===== src/rtl/pipe_stage_skid_if.sv =====
// Valid/ready stream channel carrying one packed stage payload.
// master drives valid/data and observes ready; slave does the opposite.
interface pipe_stage_skid_if #(
    parameter int WIDTH = 64
);
    logic             valid;
    logic             ready;
    logic [WIDTH-1:0] data;

    modport master (output valid, output data, input  ready);
    modport slave  (input  valid, input  data, output ready);
endinterface


===== src/rtl/pipe_stage_skid.sv =====
// Pipeline stage register with valid/ready handshake and a 2-entry skid buffer.
// in_ready is a pure flop output (no combinational path from out_ready).
// Flush is synchronous and squashes both entries; data registers keep their contents.
// Optional feature macro: PIPE_STAGE_PERF_EN adds saturating stall/flush counters.
module pipe_stage_skid #(
    parameter int WIDTH = 64,
    parameter int CNT_W = 32
) (
    input  logic                 CLK,
    input  logic                 nRST,
    input  logic                 flush,
    pipe_stage_skid_if.slave     up,
    pipe_stage_skid_if.master    dn,
    output logic [1:0]           occ
`ifdef PIPE_STAGE_PERF_EN
    ,
    output logic [CNT_W-1:0]     stall_cnt,
    output logic [CNT_W-1:0]     flush_cnt
`endif
);

    typedef enum logic [1:0] {
        ST_EMPTY = 2'd0,
        ST_ONE   = 2'd1,
        ST_FULL  = 2'd2
    } state_t;

    state_t             state_q, state_d;
    logic [WIDTH-1:0]   main_data_q, main_data_d;
    logic [WIDTH-1:0]   skid_data_q, skid_data_d;

    logic m_v, s_v, acc, dep;

    // Valid bits are decoded from the state: main holds in ONE/FULL, skid only in FULL,
    // so s_v implies m_v by construction.
    assign m_v = (state_q != ST_EMPTY);
    assign s_v = (state_q == ST_FULL);

    assign up.ready  = ~s_v;
    assign dn.valid  = m_v;
    assign dn.data   = main_data_q;
    assign occ       = {1'b0, m_v} + {1'b0, s_v};

    assign acc = up.valid & ~s_v;
    assign dep = m_v & dn.ready;

    // State and payload registers; reset clears everything so out_data reads 0.
    always_ff @(posedge CLK or negedge nRST) begin
        if (!nRST) begin
            state_q     <= ST_EMPTY;
            main_data_q <= '0;
            skid_data_q <= '0;
        end else begin
            state_q     <= state_d;
            main_data_q <= main_data_d;
            skid_data_q <= skid_data_d;
        end
    end

    // Next-state: accept into main (or skid when main is stuck), drain skid into main on departure.
    always_comb begin
        state_d     = state_q;
        main_data_d = main_data_q;
        skid_data_d = skid_data_q;
        unique case (state_q)
            ST_EMPTY: begin
                if (acc) begin
                    state_d     = ST_ONE;
                    main_data_d = up.data;
                end
            end
            ST_ONE: begin
                if (acc && dep) begin
                    main_data_d = up.data;
                end else if (acc) begin
                    state_d     = ST_FULL;
                    skid_data_d = up.data;
                end else if (dep) begin
                    state_d     = ST_EMPTY;
                end
            end
            ST_FULL: begin
                if (dep) begin
                    state_d     = ST_ONE;
                    main_data_d = skid_data_q;
                end
            end
            default: state_d = ST_EMPTY;
        endcase
        // Flush wins over any transfer at the same edge; the offered beat is not captured.
        if (flush) begin
            state_d     = ST_EMPTY;
            main_data_d = main_data_q;
            skid_data_d = skid_data_q;
        end
    end

`ifdef PIPE_STAGE_PERF_EN
    logic [CNT_W-1:0] stall_cnt_q, stall_cnt_d;
    logic [CNT_W-1:0] flush_cnt_q, flush_cnt_d;

    assign stall_cnt = stall_cnt_q;
    assign flush_cnt = flush_cnt_q;

    // Counter registers; cleared only by reset, never by flush.
    always_ff @(posedge CLK or negedge nRST) begin
        if (!nRST) begin
            stall_cnt_q <= '0;
            flush_cnt_q <= '0;
        end else begin
            stall_cnt_q <= stall_cnt_d;
            flush_cnt_q <= flush_cnt_d;
        end
    end

    // Saturating increments: stalled cycles, and flushes that actually discarded something.
    always_comb begin
        stall_cnt_d = stall_cnt_q;
        flush_cnt_d = flush_cnt_q;
        if (m_v && !dn.ready && (stall_cnt_q != '1))
            stall_cnt_d = stall_cnt_q + CNT_W'(1);
        if (flush && m_v && (flush_cnt_q != '1))
            flush_cnt_d = flush_cnt_q + CNT_W'(1);
    end
`endif

endmodule


===== src/flat_wrapper.sv =====
// flat-port wrapper written by rule: the top's interface ports become plain ports
module pipe_stage_skid_flat 
#(
    parameter int WIDTH = 64,
    parameter int CNT_W = 32
)
  (CLK, nRST, flush, occ, up_valid, up_data, up_ready, dn_valid, dn_data, dn_ready);
  pipe_stage_skid_if #(.WIDTH(WIDTH)) up_i ();
  pipe_stage_skid_if #(.WIDTH(WIDTH)) dn_i ();
  input  logic CLK;
  input  logic nRST;
  input  logic flush;
  output logic [1:0] occ;
  input wire logic [$bits(up_i.valid)-1:0] up_valid;
  input wire logic [$bits(up_i.data)-1:0] up_data;
  output wire logic [$bits(up_i.ready)-1:0] up_ready;
  output wire logic [$bits(dn_i.valid)-1:0] dn_valid;
  output wire logic [$bits(dn_i.data)-1:0] dn_data;
  input wire logic [$bits(dn_i.ready)-1:0] dn_ready;
  assign up_i.valid = up_valid;
  assign up_i.data = up_data;
  assign up_ready = up_i.ready;
  assign dn_valid = dn_i.valid;
  assign dn_data = dn_i.data;
  assign dn_i.ready = dn_ready;
  pipe_stage_skid #(.WIDTH(WIDTH), .CNT_W(CNT_W)) u_core (.CLK(CLK), .nRST(nRST), .flush(flush), .up(up_i), .dn(dn_i), .occ(occ));
endmodule

===== config.mk =====
export PLATFORM = sky130hd
export DESIGN_NAME = pipe_stage_skid_flat
export DESIGN_NICKNAME = d
export VERILOG_FILES = /design/src/rtl/pipe_stage_skid_if.sv /design/src/rtl/pipe_stage_skid.sv /design/src/flat_wrapper.sv
export SDC_FILE = /design/constraint.sdc
export NUM_CORES = 1
export LEC_CHECK = 0
export CORE_MARGIN = 2
export CORE_UTILIZATION = 40
export CTS_BUF_LIST = sky130_fd_sc_hd__clkbuf_2
export CTS_CLUSTER_SIZE = 28
export DETAILED_ROUTE_END_ITERATION = 16
export PLACE_DENSITY_LB_ADDON = 0.2
export SYNTH_ARGS = -nofsm -noshare
export SYNTH_HDL_FRONTEND = slang
export SYNTH_SLANG_ARGS = --single-unit

===== constraint.sdc =====
create_clock -name CLK -period 1.5 [get_ports CLK]
set_input_delay 0.225 -clock CLK [delete_from_list [all_inputs] [get_ports CLK]]
set_output_delay 0.225 -clock CLK [all_outputs]
set_load 0.02 [all_outputs]

; ---- Yosys cells after proc, flatten, opt, wreduce, memory -nomap -nowiden
; Cells that the tools add are included.
[op_classes]
n_bitwise = 5
add_sub_neg = 1
eq_ne = 9
muxes = 11
n_reduce_logical = 7
[op_table]
columns = cell, n
row1 = two-way mux 64 bit, 3
row2 = case mux 64 bit (3 select lines), 1
row3 = two-way mux 2 bit, 6
row4 = AND reduction 4 bit, 2
row5 = inequality test 3 bit (second input constant), 2
row6 = case mux 2 bit (3 select lines), 1
row7 = AND reduction 5 bit, 1
row8 = inequality test 2 x 1 -> 1 bit (second input constant), 2
row9 = inequality test 4 x 2 -> 1 bit (second input constant), 1
row10 = inequality test 3 x 2 -> 1 bit (second input constant), 1
row11 = inverter 1 bit, 3
row12 = nonzero test 3 bit, 1
row13 = adder 1 x 1 -> 2 bit, 1
row14 = AND 1 bit, 2
row15 = == test 2 x 1 -> 1 bit (second input constant), 1
row16 = == test 2 bit (second input constant), 1
row17 = logical NOT 2 bit, 1
row18 = inequality test 2 bit (second input constant), 1
row19 = nonzero test 2 bit, 1
row20 = logical AND 1 bit, 1
[totals]
word_cells = 36
reg_bits = 130

; ---- Longest topological paths before layout
; Gate-level depths: netlist (run 1).
[logic_depth]
word_depth = 7
depth_mapped = 7

; ---- Worst setup path before layout (run 1)
; No wires, ideal clock.
[synth_timing]
path_type = flip-flop to flip-flop
start = register u_core.state_q[0]
end = register u_core.main_data_q[55] (netlist: u_core.dn.data[55])
t_required_ns = 1.375
slack_ns = -0.174
arrival_time_ns = 1.550
stages_incl_launch_ff = 7
setup_ns = 0.125
n_path_buf = 1
path_cell_list = dfrtp_1 > inv_1 > nand2_2 > inv_2 > buf_2 > mux2_2 > mux2_2
[synth_between]
elab_chain_len = 6
word_cells_on_any_way = 14
classes_between = eq/ne: 5 / mux: 1 / bitwise: 3 / reduce/logical: 5
[synth_rtl]
columns = element, line
row1 = "start, declared", pipe_stage_skid.sv:28  ; state_t state_q, state_d;
row2 = "start signal, assigned", pipe_stage_skid.sv:54  ; state_q <= state_d;
row3 = == test 2 bit *, pipe_stage_skid.sv:37  ; assign s_v = (state_q == ST_FULL);
row4 = inverter 1 bit *, -
row5 = net up_ready, flat_wrapper.sv:16  ; output wire logic [$bits(up_i.ready)-1:0] up_ready;
row6 = AND 1 bit *, pipe_stage_skid.sv:44  ; assign acc = up.valid & ~s_v;
row7 = logical AND 1 bit, pipe_stage_skid.sv:73  ; if (acc && dep) begin
row8 = inequality test 2 x 1 -> 1 bit (no source line), -
row9 = AND reduction 5 bit (no source line) *, -
row10 = "end signal, assigned", pipe_stage_skid.sv:55  ; main_data_q <= main_data_d;
row11 = "end, declared", pipe_stage_skid.sv:29  ; logic [WIDTH-1:0] main_data_q, main_data_d;
; Mark *: on every way through the listed nets, which the timed path passes. The rest lies on a longest branch.
; A chain may end at the register's enable or synchronous reset.

; ---- Worst setup path after layout (run 1)
[layout_timing]
start = register u_core.state_q[0]
end = output occ[0]
[layout_between]
elab_chain_len = 2
word_cells_on_any_way = 3
classes_between = add/sub: 1 / eq/ne: 1 / reduce/logical: 1
[layout_rtl]
columns = element, line
row1 = == test 2 bit or nonzero test 2 bit (tied branches), "pipe_stage_skid.sv:37, pipe_stage_skid.sv:36"
row2 = adder 1 x 1 -> 2 bit *, pipe_stage_skid.sv:42  ; assign occ = {1'b0, m_v} + {1'b0, s_v};
row3 = "end, declared", flat_wrapper.sv:13  ; output logic [1:0] occ;
; Every way passes the cells marked *; elsewhere a longest branch is shown, timed or not.

==> results of run 1 <==
[cells in the mapped netlist]
cell      number  area share
mux2_2       191        0.38
dfrtp_1      130        0.57
buf_4         12       0.016
buf_6          5      0.0099
a21oi_1        3      0.0026
buf_2          3      0.0026
inv_1          2      0.0013
nor3_1         2      0.0018
a21oi_4        1      0.0029
a31oi_1        1      0.0011
ha_1           1      0.0022
inv_2          1     0.00066
mux2_1         1      0.0020
nand2_1        1     0.00066
nand2_2        1      0.0011
nand2b_1       1      0.0011
nand3_1        1     0.00088
nand3b_1       1      0.0013
nor2_1         1     0.00066
nor2b_2        1      0.0015
nor3b_1        1      0.0013
o21ai_0        1     0.00088
or2_2          1      0.0011
[flip-flops by register name, indices dropped and copies added, names as in the netlist]
signal,cells
u_core.dn.data,64
u_core.skid_data_q,64
u_core.state_q,2
[layout make-up]
cell class,count,area [sq um]
Clock buffer,20,100.1
Clock inverter,12,235.2
Fill cell,926,4210
Inverter,3,28.78
Multi-Input combinational cell,210,3009
Sequential cell,130,3254
Tap cell,180,225.2
Timing Repair Buffer,239,2872
[stage by stage]
step | power [uW] | instance area (sq um) | instances | util
final | 12610 | 9724 | 794 | 0.6979
after global routing | 13190 | 9724 | 794 | 0.6979
after floorplan | 7176 | 6211 | 363 | -
after detailed placement | 8672 | 7985 | 689 | 0.5730
after global placement | 8578 | 7985 | 689 | 0.5730
after CTS | 12490 | 9707 | 780 | 0.6966
[cell families (layout without fill, tap and decap cells)]
logic type / after synthesis / after routing / synth area share
muxes: 192 / 192 / 0.3788
buffers and inverters: 23 / 274 / 0.03025
and+or+nand+nor: 11 / 11 / 0.01140
AOI/OAI and AO/OA: 6 / 6 / 0.007453
adders and majority gates: 1 / 1 / 0.002192
DFF: 130 / 130 / 0.5699
[cell usage in the layout (no fill, tap or decap), types with 2 or more instances in the layout]
cell type,instances
a21oi_1,3
buf_12,25
buf_6,85
clkbuf_2,20
clkdlybuf4s50_1,67
mux2_4,175
clkinv_1,2
buf_16,11
buf_8,7
dfrtp_1,129
buf_4,42
mux2_2,17
dlygate4sd3_1,2
bufinv_16,7
clkinv_2,2
[layer usage]
layer | wire length (microns) | vias up
met5 | 0 | -
li1 | - | 1784
met1 | 7248 | 2043
met2 | 7473 | 113
met3 | 799 | 19
met4 | 185 | 0
[repair_timing]
item,in CTS,in global routing
hold endpoints to repair,130,0
endpoints found under the setup margin,196,197
pin swaps,4,4
gates resized for setup,530,33
gates cloned,18,0
hold buffers,2,0
setup buffers,39,27
[worst max-delay path: stages, from the launching register on]
cell and delay [ns]:
dfrtp_1 0.44, or2_4 0.28, ha_4 0.27, inv_2 0.03, buf_6 0.12
[report_power, final]
group / internal, uW / leakage (uW) / switching, uW
Clock: 1600 / 0.000193 / 1340
Combinational: 2960 / 0.00275 / 1500
Sequential: 4520 / 0.00156 / 693
Total: 9080 / 0.00450 / 3530
[how the worst min path moves through the flow]
stage	to	slack, ns	startpoint	cells after the start
2_1_floorplan	u_core.dn.data[0]	-0.07	nRST	0
3_3_place_gp	u_core.dn.data[48]	0.23	nRST	1
3_5_place_dp	u_core.dn.data[48]	0.23	nRST	1
4_1_cts	u_core.skid_data_q[61]	0.07	up_data[61]	2
5_1_grt	u_core.skid_data_q[45]	0.06	up_data[45]	2
6_report	u_core.skid_data_q[51]	0.11	up_data[51]	2
==> qor.yml, run 1 <==
run_status:
  status: "finished, violations left"
  violations: "negative setup slack"
global_route:
  met3_usage: 0.05812
  grt_overflow: 0
  grt_max_degree: 36
  grt_pass1_vias: 4353
  grt_use_met2: 0.3283
  top_usage_layer: "met2"
  grt_antenna_before_repair: 0
  grt_pass1_wl_microns: 24420
  grt_use_met1: 0.3062
  grtUsageTotal: 0.2175
clock_network:
  cts-buffers-inserted: 17
  htree_levels: 4
  cts_buffer_depth: 2
  clock-root-buffer: "clkbuf_2"
  cts_tree: "yes"
  clkLatencyLatePin_ns: 0.75
  cts_num_sinks: 130
  cts.reportedPaths.clkPinSlew_ns: 0.20
route:
  wirelength_microns: 15710
  detail-route-antenna-nets: 0
  first_iter_violations: 141
  firstDrtPassIters: 4
  drt_drc_violations_left: 0
  num_vias: 3959
  viasPerCell: 4.986
  wl_per_cell_microns: 19.78
yosys:
  synth-seq-cells: 130
  synth_cell_type_count: 23
  syn_area_per_cell_sq_um: 15.72
  synth_cells: 363
  ys_warn_count: 0
  syn-cell-area_sq_um: 5708
  yosysSeqAreaShare: 0.5699
  syn_nets: 433
timing:
  hold_viol_final: 0
  rsz0062_at_grt: "true"
  skew_ns: 0.02392
  tightest_slew_ns: 0.5296
  fin_ws_ns: -0.5940
  slew_headroom: 0.6469
  drv_slew: 0
  post-route-min-period_ns: 2.094
  holdWs_ns: 0.1065
  setup_tns_ns: -57.10
  post-route-period-util: 1.396
  fmaxAchievable_ghz: 0.4776
  setup_viol: 196
critical_path:
  cp.required_ns: 1.27
  cp-end-kind: "output pin"
  r2r-start: "u_core.state_q[0]"
  path_class: "reg2out"
  startpoint: "u_core.state_q[0]"
  critPathArrivalTime_ns: 1.87
  ff2ff_setup_slack_ns: -0.51
  cp-endpoint: "occ[0]"
  r2r-end: "u_core.skid_data_q[38]"
  cp_max_fo: 2
  start_kind: "flip-flop"
  reg2reg_depth: 9
place:
  portBuffers: 136
  post-dp-hpwl_microns: 8468
  gp_congestion: 0.7629
  dp_slack_ns: -0.5279
power_and_ir_drop:
  ir_worst_vdd_uv: 683.9
  p_per_area_nw_per_um2: 1297
  power_leakage_uw: 0.004504
hold_path:
  min_path_type: "in2reg"
floorplan:
  die_area_sq_um: 15240
  row_count: 43
  coreArea_sq_um: 13930
  pin_count: 137
  die_y_microns: 123.5
  start_util: 0.4096
  fp.dieW_microns: 123.5
run:
  maxCapViolations: 0
cells_and_area:
  finalNetCount: 671
  layout-drive-gt1-share: 0.6612
  num_antenna_cells: 0
  area_delta_synth_final_pct: 70.36
(Power assumes the default switching activity.)
==> run 2: changes to the inputs <==
--- a/config.mk
+++ b/config.mk
@@ -5,6 +5,7 @@
 export SDC_FILE = /design/constraint.sdc
 export NUM_CORES = 1
 export LEC_CHECK = 0
+export ABC_AREA = 0
 export CORE_MARGIN = 2
 export CORE_UTILIZATION = 40
 export CTS_BUF_LIST = sky130_fd_sc_hd__clkbuf_2
==> results of run 2 <==
The final DEF is identical to that of run 1; final timing and power are the same.
==> run 3: changes to the inputs <==
--- a/config.mk
+++ b/config.mk
@@ -6,7 +6,7 @@
 export NUM_CORES = 1
 export LEC_CHECK = 0
 export ABC_AREA = 0
-export CORE_MARGIN = 2
+export CORE_MARGIN = 3
 export CORE_UTILIZATION = 40
 export CTS_BUF_LIST = sky130_fd_sc_hd__clkbuf_2
 export CTS_CLUSTER_SIZE = 28
==> qor.yml, run 3 (synthesized netlist as in run 1, its figures left out) <==
clock_network:
  clkLatencyLatePin_ns: 0.66  # -0.09 ns
  cts_tree: "yes"
  cts.reportedPaths.clkPinSlew_ns: 0.19  # about the same
  htree_levels: 4  # unchanged
  cts-buffers-inserted: 17  # unchanged
  cts_buffer_depth: 2  # unchanged
  clock-root-buffer: "clkbuf_2"
  cts_num_sinks: 130  # unchanged
critical_path:
  critPathArrivalTime_ns: 1.79  # -0.08 ns
  r2r-end: "u_core.skid_data_q[4]"
  r2r-start: "u_core.state_q[0]"
  slowest_delay_ns: 0.44  # about the same
  start_kind: "flip-flop"
  cp_max_fo: 2  # unchanged
  reg2reg_depth: 9  # unchanged
  cp.required_ns: 1.27  # about the same
  critPathSlowestCell: "dfrtp_1"
  worstPathBufferInverterCount: 2  # unchanged
  path_class: "reg2out"
  cp-end-kind: "output pin"
  cp_cell_sequence: "or2_4, ha_4, inv_2, buf_6"
  cp.depth: 4  # unchanged
  cpLargestDelayFamily: "flip-flops"
  ff2ff_setup_slack_ns: -0.48  # +0.03 ns
route:
  firstDrtPassIters: 4  # unchanged
  detail-route-antenna-nets: 0  # unchanged
  wl_per_cell_microns: 20.93  # +5.8%
  first_iter_violations: 186  # +32%
  drt_drc_violations_left: 0  # unchanged
  wirelength_microns: 16510  # +5.1%
  num_vias: 3941  # -0.45%
  viasPerCell: 4.995  # +0.18%
cells_and_area:
  multi_input_area_sq_um: 3083  # +2.5%
  seq_area_sq_um: 3254  # unchanged
  num_antenna_cells: 0  # unchanged
  finalNetCount: 668  # -0.45%
  final_cells: 789  # -0.63%
  final_common_cell: "mux2_4"
  fillers: 958  # +3.5%
  area_delta_synth_final_pct: 68.98
  layout-drive-gt1-share: 0.6568  # -0.004423
  layout_common_cells: "mux2_4 (191), dfrtp_1 (129), buf_6 (84)"
run_status:
  status: "finished, violations left"
  violations: "negative setup slack"
global_route:
  grt_overflow: 0  # unchanged
  grt_pass1_wl_microns: 26420  # +8.2%
  grt_max_degree: 44  # +22%
  grtUsageTotal: 0.2166  # -0.0008739
  grt_pass1_vias: 4568  # +4.9%
  grt_antenna_before_repair: 0  # unchanged
power_and_ir_drop:
  switching_share: 0.3049  # +0.02509
  p_per_area_nw_per_um2: 1180  # -9.0%
  p_int_uw: 7913  # -13%
  p_clk_frac: 0.144  # -0.089
  pwr-share-seq: 0.460  # +0.046
  p_switching_uw: 3471  # -1.6%
  ir_worst_vdd_uv: 715.7  # +4.7%
  power_leakage_uw: 0.004474  # -0.68%
  combPwrFrac: 0.396  # +0.043
run:
  maxCapViolations: 0  # unchanged
timing:
  rsz0062_at_grt: "true"
  skew_ns: 0.03155  # +0.007627 ns
  fin_ws_ns: -0.5112  # +0.08274 ns
  slew_headroom: 0.7184  # +0.07146
  hold_viol_final: 0  # unchanged
  post-route-min-period_ns: 2.011  # -0.08274 ns
  tightest_slew_ns: 0.4224  # -0.1072 ns
  drv_slew: 0  # unchanged
  post-route-period-util: 1.341  # -0.05516
  fmaxAchievable_ghz: 0.4972  # +4.1%
  setup_viol: 133  # -32%
place:
  dp.cells: 685  # -0.58%
  dp_slack_ns: -0.5351  # -0.007175 ns
  gp_congestion: 0.7094  # -7.0%
  post-dp-hpwl_microns: 8398  # -0.83%
  portBuffers: 136  # unchanged
floorplan:
  fp.dieW_microns: 125.5  # +1.6%
  coreArea_sq_um: 13930  # unchanged
  die_area_sq_um: 15740  # +3.3%
  die_y_microns: 125.5  # +1.6%
  start_util: 0.4096  # unchanged
  pin_count: 137  # unchanged
  row_count: 43  # unchanged
hold_path:
  min_path_type: "in2async"
==> run 3: cell types whose count changed in the layout (fill, tap and decap cells not counted), sizes merged <==
cell         previous run  this run
bufinv                  7         0
clkinv                  5         8
buf                   170       168
clkbuf                 20        21
clkinvlp                1         2
dlygate4sd3             2         1
==> run 3: worst max-delay path by stage <==
stage / to / start
floorplan: u_core.dn.data[10] / u_core.state_q[1]
global placement: u_core.dn.data[37] / dn_ready
detailed placement: u_core.dn.data[38] / dn_ready
CTS: occ[0] / u_core.state_q[0]
global route: occ[0] / u_core.state_q[0]
finish: occ[0] / u_core.state_q[0]
==> run 3: power by group through the flow <==
| stage | clock network, uW | logic (uW) | registers, uW |
|---|---|---|---|
| after global routing | 1860 | 4750 | 5360 |
| after detailed placement | 0 | 3520 | 5160 |
| after floorplan | 0 | 1660 | 5520 |
| final | 1640 | 4500 | 5240 |
| after global placement | 0 | 3450 | 5120 |
| after CTS | 1700 | 4310 | 5200 |
==> run 3: what timing repair did <==
action,in CTS,in global routing
resized for setup,527,32
setup buffers,45,22
setup endpoints to repair,197,197
gates cloned,18,0
pin swaps,6,2
hold buffers,2,0
endpoints found under the hold margin,130,0
==> run 3: per-stage QoR <==
stage	total power (uW)	hold WS, ns	cell area [sq um]	utilization	TNS (ns)
after floorplan	7176	-0.07059	6211	-	-8.568
after global placement	8569	0.1947	7905	0.5673	-60.44
after detailed placement	8681	0.1924	7905	0.5673	-62.57
after CTS	11210	0.05046	9570	0.6868	-48.25
after global routing	11970	0.03423	9646	0.6922	-61.69
final	11380	0.1149	9646	0.6922	-51.26
==> run 3: worst register-to-register path, stage by stage, from the launching register on <==
cell	delay, ns
dfrtp_1	0.42
buf_6	0.14
buf_6	0.10
nand2b_4	0.06
buf_6	0.12
nor3b_4	0.29
buf_12	0.19
buf_12	0.12
buf_8	0.11
mux2_4	0.30
==> run 3: per-layer routing <==
| metal | global-route usage | wire (microns) |
|---|---|---|
| met1 | 0.2773 | 7203 |
| met2 | 0.3590 | 8333 |
| met3 | 0.06536 | 805 |
| met4 | 0.05867 | 172 |
| met5 | 0 | 0 |
==> run 3: layout make-up <==
| cell class | count | share of cell area |
|---|---|---|
| Clock buffer | 21 | 0.01090 |
| Clock inverter | 9 | 0.004540 |
| Inverter | 3 | 0.003243 |
| Multi-Input combinational cell | 210 | 0.3196 |
| Sequential cell | 130 | 0.3374 |
| Tap cell | 180 | 0.02335 |
| Timing Repair Buffer | 236 | 0.3009 |
